File: src/rtl/scrambler_duplex_if.sv
// Valid/ready word channel with sync header for the 10GBASE-R scrambler.
// slave is the block's view; master is the environment driving both its input and output sides.
interface scrambler_duplex_if #(
    parameter int unsigned DATA_WIDTH = 32
) ();
    logic                  i_data_valid;
    logic                  o_data_ready;
    logic [DATA_WIDTH-1:0] i_data;
    logic [1:0]            i_hdr;
    logic                  o_data_valid;
    logic                  i_data_ready;
    logic [DATA_WIDTH-1:0] o_data;
    logic [1:0]            o_hdr;

    modport slave (
        input  i_data_valid, i_data, i_hdr, i_data_ready,
        output o_data_ready, o_data_valid, o_data, o_hdr
    );

    modport master (
        output i_data_valid, i_data, i_hdr, i_data_ready,
        input  o_data_ready, o_data_valid, o_data, o_hdr
    );
endinterface

File: src/rtl/scrambler_duplex.sv
// Self-synchronising 10GBASE-R scrambler/descrambler, G(x) = 1 + x^39 + x^58.
// One word per cycle with valid/ready, header passthrough, bypass, seed load and priming flag.
module scrambler_duplex #(
    parameter int unsigned DATA_WIDTH = 32,
    parameter bit          MODE       = 1'b0,
    parameter bit          BYPASS     = 1'b0,
    parameter logic [57:0] LFSR_SEED  = 58'h3FF_FFFF_FFFF_FFFF
) (
    input  logic                 i_clk,
    input  logic                 i_reset_n,
    scrambler_duplex_if.slave    bus,
    input  logic                 i_bypass,
    input  logic                 i_seed_load,
    input  logic [57:0]          i_seed,
    output logic                 o_primed
);

    localparam int unsigned PRIME_MAX = (58 + DATA_WIDTH - 1) / DATA_WIDTH;
    localparam int unsigned CNT_W     = 2;

    generate
        if (DATA_WIDTH != 32 && DATA_WIDTH != 64) begin : g_width_check
            $error("scrambler_duplex: DATA_WIDTH must be 32 or 64");
        end
    endgenerate

    logic [57:0]           lfsr_q;
    logic [57:0]           lfsr_nxt;
    logic [57:0]           walk_s;
    logic                  walk_f;
    logic                  walk_o;
    logic [DATA_WIDTH-1:0] scr_data;
    logic [DATA_WIDTH-1:0] data_q;
    logic [1:0]            hdr_q;
    logic                  valid_q;
    logic                  primed_q;
    logic [CNT_W-1:0]      prime_cnt_q;
    logic                  data_ready;
    logic                  accept;
    logic                  bypass_en;

    assign data_ready       = !valid_q || bus.i_data_ready;
    assign accept           = bus.i_data_valid && data_ready;
    assign bypass_en        = BYPASS || i_bypass;

    assign bus.o_data_ready = data_ready;
    assign bus.o_data_valid = valid_q;
    assign bus.o_data       = data_q;
    assign bus.o_hdr        = hdr_q;
    assign o_primed         = primed_q;

    // Bit-serial walk of the LFSR across the word, bit 0 first on the wire.
    always_comb begin
        walk_s   = lfsr_q;
        walk_f   = 1'b0;
        walk_o   = 1'b0;
        scr_data = '0;
        for (int i = 0; i < DATA_WIDTH; i++) begin
            walk_f      = walk_s[38] ^ walk_s[57];
            walk_o      = bus.i_data[i] ^ walk_f;
            scr_data[i] = walk_o;
            walk_s      = {walk_s[56:0], MODE ? bus.i_data[i] : walk_o};
        end
        lfsr_nxt = walk_s;
    end

    // Output register: holds under backpressure, drops valid once taken with nothing new.
    always_ff @(posedge i_clk or negedge i_reset_n) begin
        if (!i_reset_n) begin
            valid_q <= 1'b0;
            data_q  <= '0;
            hdr_q   <= 2'b00;
        end else if (accept) begin
            valid_q <= 1'b1;
            data_q  <= bypass_en ? bus.i_data : scr_data;
            hdr_q   <= bus.i_hdr;
        end else if (bus.i_data_ready) begin
            valid_q <= 1'b0;
        end
    end

    // Seed load takes priority over the word-driven LFSR/counter update.
    always_ff @(posedge i_clk or negedge i_reset_n) begin
        if (!i_reset_n) begin
            lfsr_q      <= LFSR_SEED;
            prime_cnt_q <= '0;
            primed_q    <= 1'b0;
        end else begin
            if (i_seed_load) begin
                lfsr_q <= i_seed;
            end else if (accept && !bypass_en) begin
                lfsr_q <= lfsr_nxt;
            end

            if (i_seed_load) begin
                prime_cnt_q <= '0;
            end else if (MODE && accept && !bypass_en && (prime_cnt_q != CNT_W'(PRIME_MAX))) begin
                prime_cnt_q <= prime_cnt_q + CNT_W'(1);
            end

            if (MODE) begin
                primed_q <= !i_seed_load && (prime_cnt_q == CNT_W'(PRIME_MAX));
            end else begin
                primed_q <= !i_seed_load;
            end
        end
    end

endmodule

File: src/flat_wrapper.sv
// flat-port wrapper written by rule: the top's interface ports become plain ports
module scrambler_duplex_flat 
#(
    parameter int unsigned DATA_WIDTH = 32,
    parameter bit          MODE       = 1'b0,
    parameter bit          BYPASS     = 1'b0,
    parameter logic [57:0] LFSR_SEED  = 58'h3FF_FFFF_FFFF_FFFF
)
  (i_clk, i_reset_n, i_bypass, i_seed_load, i_seed, o_primed, bus_i_data_valid, bus_i_data, bus_i_hdr, bus_i_data_ready, bus_o_data_ready, bus_o_data_valid, bus_o_data, bus_o_hdr);
  scrambler_duplex_if #(.DATA_WIDTH(DATA_WIDTH)) bus_i ();
  input  logic i_clk;
  input  logic i_reset_n;
  input  logic i_bypass;
  input  logic i_seed_load;
  input  logic [57:0] i_seed;
  output logic o_primed;
  input wire logic [$bits(bus_i.i_data_valid)-1:0] bus_i_data_valid;
  input wire logic [$bits(bus_i.i_data)-1:0] bus_i_data;
  input wire logic [$bits(bus_i.i_hdr)-1:0] bus_i_hdr;
  input wire logic [$bits(bus_i.i_data_ready)-1:0] bus_i_data_ready;
  output wire logic [$bits(bus_i.o_data_ready)-1:0] bus_o_data_ready;
  output wire logic [$bits(bus_i.o_data_valid)-1:0] bus_o_data_valid;
  output wire logic [$bits(bus_i.o_data)-1:0] bus_o_data;
  output wire logic [$bits(bus_i.o_hdr)-1:0] bus_o_hdr;
  assign bus_i.i_data_valid = bus_i_data_valid;
  assign bus_i.i_data = bus_i_data;
  assign bus_i.i_hdr = bus_i_hdr;
  assign bus_i.i_data_ready = bus_i_data_ready;
  assign bus_o_data_ready = bus_i.o_data_ready;
  assign bus_o_data_valid = bus_i.o_data_valid;
  assign bus_o_data = bus_i.o_data;
  assign bus_o_hdr = bus_i.o_hdr;
  scrambler_duplex #(.DATA_WIDTH(DATA_WIDTH), .MODE(MODE), .BYPASS(BYPASS), .LFSR_SEED(LFSR_SEED)) u_core (.i_clk(i_clk), .i_reset_n(i_reset_n), .bus(bus_i), .i_bypass(i_bypass), .i_seed_load(i_seed_load), .i_seed(i_seed), .o_primed(o_primed));
endmodule
File: config.mk
export PLATFORM = sky130hd
export DESIGN_NAME = scrambler_duplex_flat
export DESIGN_NICKNAME = d
export VERILOG_FILES = /design/src/rtl/scrambler_duplex_if.sv /design/src/rtl/scrambler_duplex.sv /design/src/flat_wrapper.sv
export SDC_FILE = /design/constraint.sdc
export NUM_CORES = 1
export LEC_CHECK = 0
export CORE_MARGIN = 5
export CORE_UTILIZATION = 45
export DETAILED_ROUTE_END_ITERATION = 10
export DONT_BUFFER_PORTS = 1
export SYNTH_ARGS = -nofsm -noshare
export SYNTH_HDL_FRONTEND = slang
export SYNTH_SLANG_ARGS = --single-unit
File: constraint.sdc
create_clock -name i_clk -period 2 [get_ports i_clk]
set_clock_uncertainty 0.05 [all_clocks]
set_input_delay 0.3 -clock i_clk [delete_from_list [all_inputs] [get_ports i_clk]]
set_output_delay 0.3 -clock i_clk [all_outputs]
set_load 0.005 [all_outputs]
Word-level counts from Yosys, hierarchy flattened

Cells that the tools add are included.

Bits in read-only memories: 0
Latch bits: 0
Bits in registers: 94
Output and inout bits: 37
Bits in writable memories: 0
Memories: 0

Div/mod/pow operators: 0
Muxes and demuxes: 5
$lt $le $gt $ge: 0
Reductions and logical operators: 8
Multiply operators: 0
$add $sub $neg: 0
Equality and inequality tests: 0
Shifts and indexed selects: 0
Bitwise logic cells: 64

Operators with widths:

| operator            | number |
|---|---|
| $mux W58            | 2 |
| $xor A1 B1 Y1       | 64 |
| $mux W32            | 1 |
| $reduce_bool A2 Y1  | 2 |
| $logic_not A1 Y1    | 3 |
| $logic_and A1 B1 Y1 | 2 |
| $mux W1             | 2 |
| $logic_or A1 B1 Y1  | 1 |

Depth between registers and ports, before layout

Depth after elaboration: 6
Depth in mapped cells: 7
Gate-level depth less buffers: 4

Worst setup path after synthesis

No wires, ideal clock.

Kind: reg2reg
Start point: register u_core.valid_q, in the netlist u_core.bus.o_data_valid
End point: register u_core.hdr_q[0], in the netlist u_core.bus.o_hdr[0]
Arrival time: 1.266 ns
Required time: 1.825 ns
Stages on the path, launching flop included: 7
Path slack: 0.559 ns
Path buffers: 2
Setup time: 0.125 ns
Path through: dfrtp_1 nor2b_2 buf_6 inv_4 and2_1 buf_4 mux2_4

Longest elaborated chain between the ends: 3

Ends and longest elaborated chain:

| item                   | line                   | text |
|---|---|---|
| from (decl)            | scrambler_duplex.sv:35 | `logic valid_q;` |
| from (signal assigned) | scrambler_duplex.sv:70 | `valid_q <= 1'b0;` |
| from (signal assigned) | scrambler_duplex.sv:74 | `valid_q <= 1'b1;` |
| from (signal assigned) | scrambler_duplex.sv:78 | `valid_q <= 1'b0;` |
| $logic_not A1 Y1       | scrambler_duplex.sv:42 | `assign data_ready = !valid_q \|\| bus.i_data_ready;` |
| $logic_or A1 B1 Y1     | scrambler_duplex.sv:42 |  |
| $logic_and A1 B1 Y1    | scrambler_duplex.sv:43 | `assign accept = bus.i_data_valid && data_ready;` |
| to (signal assigned)   | scrambler_duplex.sv:76 | `hdr_q <= bus.i_hdr;` |
| to (decl)              | scrambler_duplex.sv:34 | `logic [1:0] hdr_q;` |

No other way between the ends.
A chain may end at the register's enable or synchronous reset.

Final worst setup path

Start point: register u_core.valid_q, in the netlist u_core.bus.o_data_valid
End point: output bus_o_data_ready

Longest elaborated chain between the ends: 2

Ends and longest elaborated chain:

| item               | line                   | text |
|---|---|---|
| $logic_not A1 Y1   | scrambler_duplex.sv:42 |  |
| $logic_or A1 B1 Y1 | scrambler_duplex.sv:42 |  |
| to (decl)          | flat_wrapper.sv:21     | `output wire logic [$bits(bus_i.o_data_ready)-1:0] bus_o_data_ready;` |

No other way between the ends.

==> reports/metrics.cfg <==
[floorplan]
die-area_um2=14300
fp.coreArea_um2=11900
rows=40
die_x_um=120
initial_core_util=0.454
fp.dieH_um=120
io_pins=135

[global_route]
grt_max_degree=104
grt_pass1_wl_um=24300
grt_pass1_vias=4050
grt_usage=0.223
overflow=0
grt_antenna_before_repair=0

[placed_design]
place.gp.congestion=0.833
portBuffers=0
dp_hpwl_um=10700
place_ws_ps=-5.25

[synthesis]
synth_nets=614
synth_warnings=0
yosysTopAreaCell=dfstp_2
synthTopCellsByArea=dfstp_2, dfrtp_1, xor3_1
synth_cells=516
syn_area_um2=5410
yosysTopAreaCellShare=0.282
yosysSeqAreaShare=0.448
avgSynthCellArea_um2=10.5
ys_ff_latch=94
ys_types=35

[setup_path]
cp_data_required_time_ps=1650
cp_max_fo=41
reg2reg_depth=4
worst-r2r-setup-slack_ps=170
crit_end=bus_o_data_ready
r2r-start=u_core.bus.o_data_valid
r2r_end=u_core.lfsr_q[44]
crit_path_top_delay_cell=dfrtp_1
slowest_delay_ps=390
path_cells=nor2b_2 > buf_4 > inv_4 > buf_6
crit_path_start_kind=register
crit_start=u_core.bus.o_data_valid
crit_type=reg2out
arrival_ps=1490
crit_path_end_kind=primary output

[outcome]
violations=negative hold slack
status=finished, violations left

[power]
worst_ir_drop_vdd_v=0.000492
p_leak_uw=0.00230
p_per_area_nw_per_um2=947

[timing]
final.setup.worst_slack_ps=161
period_share=0.919
fmax_mhz=544
hold_viol=94
worst_pin_slew_ps=938
rsz0062_at_grt=no
hold_ws_ps=-404
setup_violations=0
fin_crit_ps=1840
slew_headroom=0.374
fin_tns_setup_ps=0
slew_violations=0

[drt]
vias_per_cell=6.12
drtAntennaViolNets=0
routedWlPerCell_um=24.5
vias=3951
first_pass_iters=7
drc=0
met2_length_um=7410
highest_layer=met4
drt-met1-wl_um=6810
wl_um=15800
detailroute.wirelength.met3_um=1310
drt_iter0_drc=308

[clocking]
cts-root-buf=clkbuf_16
post-cts-setup-buffers=0
cts_made_buffers=9
cts_tree=done
cts_hold_buf=1
htree_levels=3
clkTransAtPathRegs_ps=70
numClockSinks=94
clk_latency_ps=350
cts_buffer_depth=2

[run]
cap_violations=0

[layout]
syn_to_final_growth_pct=6.40
diodes=0
final_util=0.484
drive_above_1_share=0.190
final_nets=592

[min_path]
hp-class=in2async

-- layer usage --
| layer | GRT usage | vias up |
|---|---|---|
| met5 | 0 | - |
| met1 | 0.300 | 1952 |
| li1 | - | 1821 |
| met2 | 0.352 | 159 |
| met4 | 0.0573 | 0 |
| met3 | 0.0660 | 19 |
-- worst max-delay path: cells and delay by family (launching register included) --
kind          cells  cell delay [ps]
flops             1              390
simple gates      1              180
buf+inv           3              570
-- power by group --
part | switching (uW) | total [uW] | internal, uW
Clock | 747 | 1910 | 1160
Sequential | 243 | 2520 | 2270
Combinational | 479 | 1030 | 551
-- cells by family after synthesis --
kind of cell,Yosys count,share of synthesized area
compound gates,138,0.181
xor+xnor,48,0.122
buf+inv,78,0.0747
flops,94,0.448
mux,12,0.0240
simple gates,146,0.150
-- per-stage QoR --
| stage | cell area (um^2) | power (uW) | std cells |
|---|---|---|---|
| 6_report | 5760 | 5460 | 646 |
| 5_1_grt | 5760 | 5700 | 646 |
| 4_1_cts | 5760 | 5490 | 646 |
| 3_5_place_dp | 5400 | 3570 | 628 |
| 3_3_place_gp | 5400 | 3550 | 628 |
| 2_1_floorplan | 5410 | 3360 | 516 |
-- cell usage after synthesis --
master	n
nor2b_2	1
and2_1	27
nor2b_1	26
and2b_1	1
a31oi_1	22
mux2_4	2
dfrtp_1	36
a221o_1	26
dfstp_2	58
mux2i_1	10
buf_4	8
nor2_2	1
nor3_4	1
a21oi_1	36
inv_2	1
nand2_1	26
xnor2_1	32
buf_1	1
nor2_1	6
buf_2	15
o21ai_0	20
o211ai_2	4
nand3_1	32
nand2_4	1
o211ai_1	2
clkbuf_1	12
or3_1	16
inv_1	32
nand4_1	6
inv_4	1
nand2b_1	2
xor3_1	16
buf_6	8
o311ai_1	26
o21ai_1	2
-- area by class of cell --
| class | count | area, um^2 |
|---|---|---|
| Clock buffer | 12 | 256 |
| Clock inverter | 4 | 70.1 |
| Fill cell | 1132 | 6150 |
| Inverter | 34 | 130 |
| Multi-Input combinational cell | 345 | 2600 |
| Sequential cell | 94 | 2420 |
| Tap cell | 147 | 184 |
| Timing Repair Buffer | 10 | 93.8 |
-- layout by cell type (no fill, tap or decap), types with 27 or more instances in the layout --
| cell type | synthesis | routed |
|---|---|---|
| nand3_1 | 32 | 32 |
| and2_1 | 27 | 27 |
| dfstp_2 | 58 | 58 |
| xnor2_1 | 32 | 32 |
| inv_1 | 32 | 32 |
| a21oi_1 | 36 | 36 |
| dfrtp_1 | 36 | 36 |
-- state kept, by name, summed over array words and instances, names as in the netlist --
| signal | flops |
|---|---|
| u_core.o_primed | 1 |
| u_core.lfsr_q | 58 |
| u_core.bus.o_data | 32 |
| u_core.bus.o_data_valid | 1 |
| u_core.bus.o_hdr | 2 |
-- how the worst min path moves through the flow --
stage | start | endpoint | slack [ps] | depth (start not counted)
6_report | i_reset_n | u_core.bus.o_data[5] | -400 | 0
5_1_grt | i_reset_n | u_core.bus.o_data[17] | -420 | 0
4_1_cts | i_reset_n | u_core.bus.o_data[5] | -420 | 0
3_5_place_dp | i_reset_n | u_core.bus.o_hdr[1] | -40 | 0
3_3_place_gp | i_reset_n | u_core.bus.o_hdr[1] | -40 | 0
2_1_floorplan | i_reset_n | u_core.bus.o_data[0] | -50 | 0
-- repair_timing --
item,CTS,global route
setup endpoints to repair,26,1
hold endpoints to repair,99,94
gates cloned,1,0
resized for setup,1,1
Note: power is estimated with default switching activity, not from simulation.
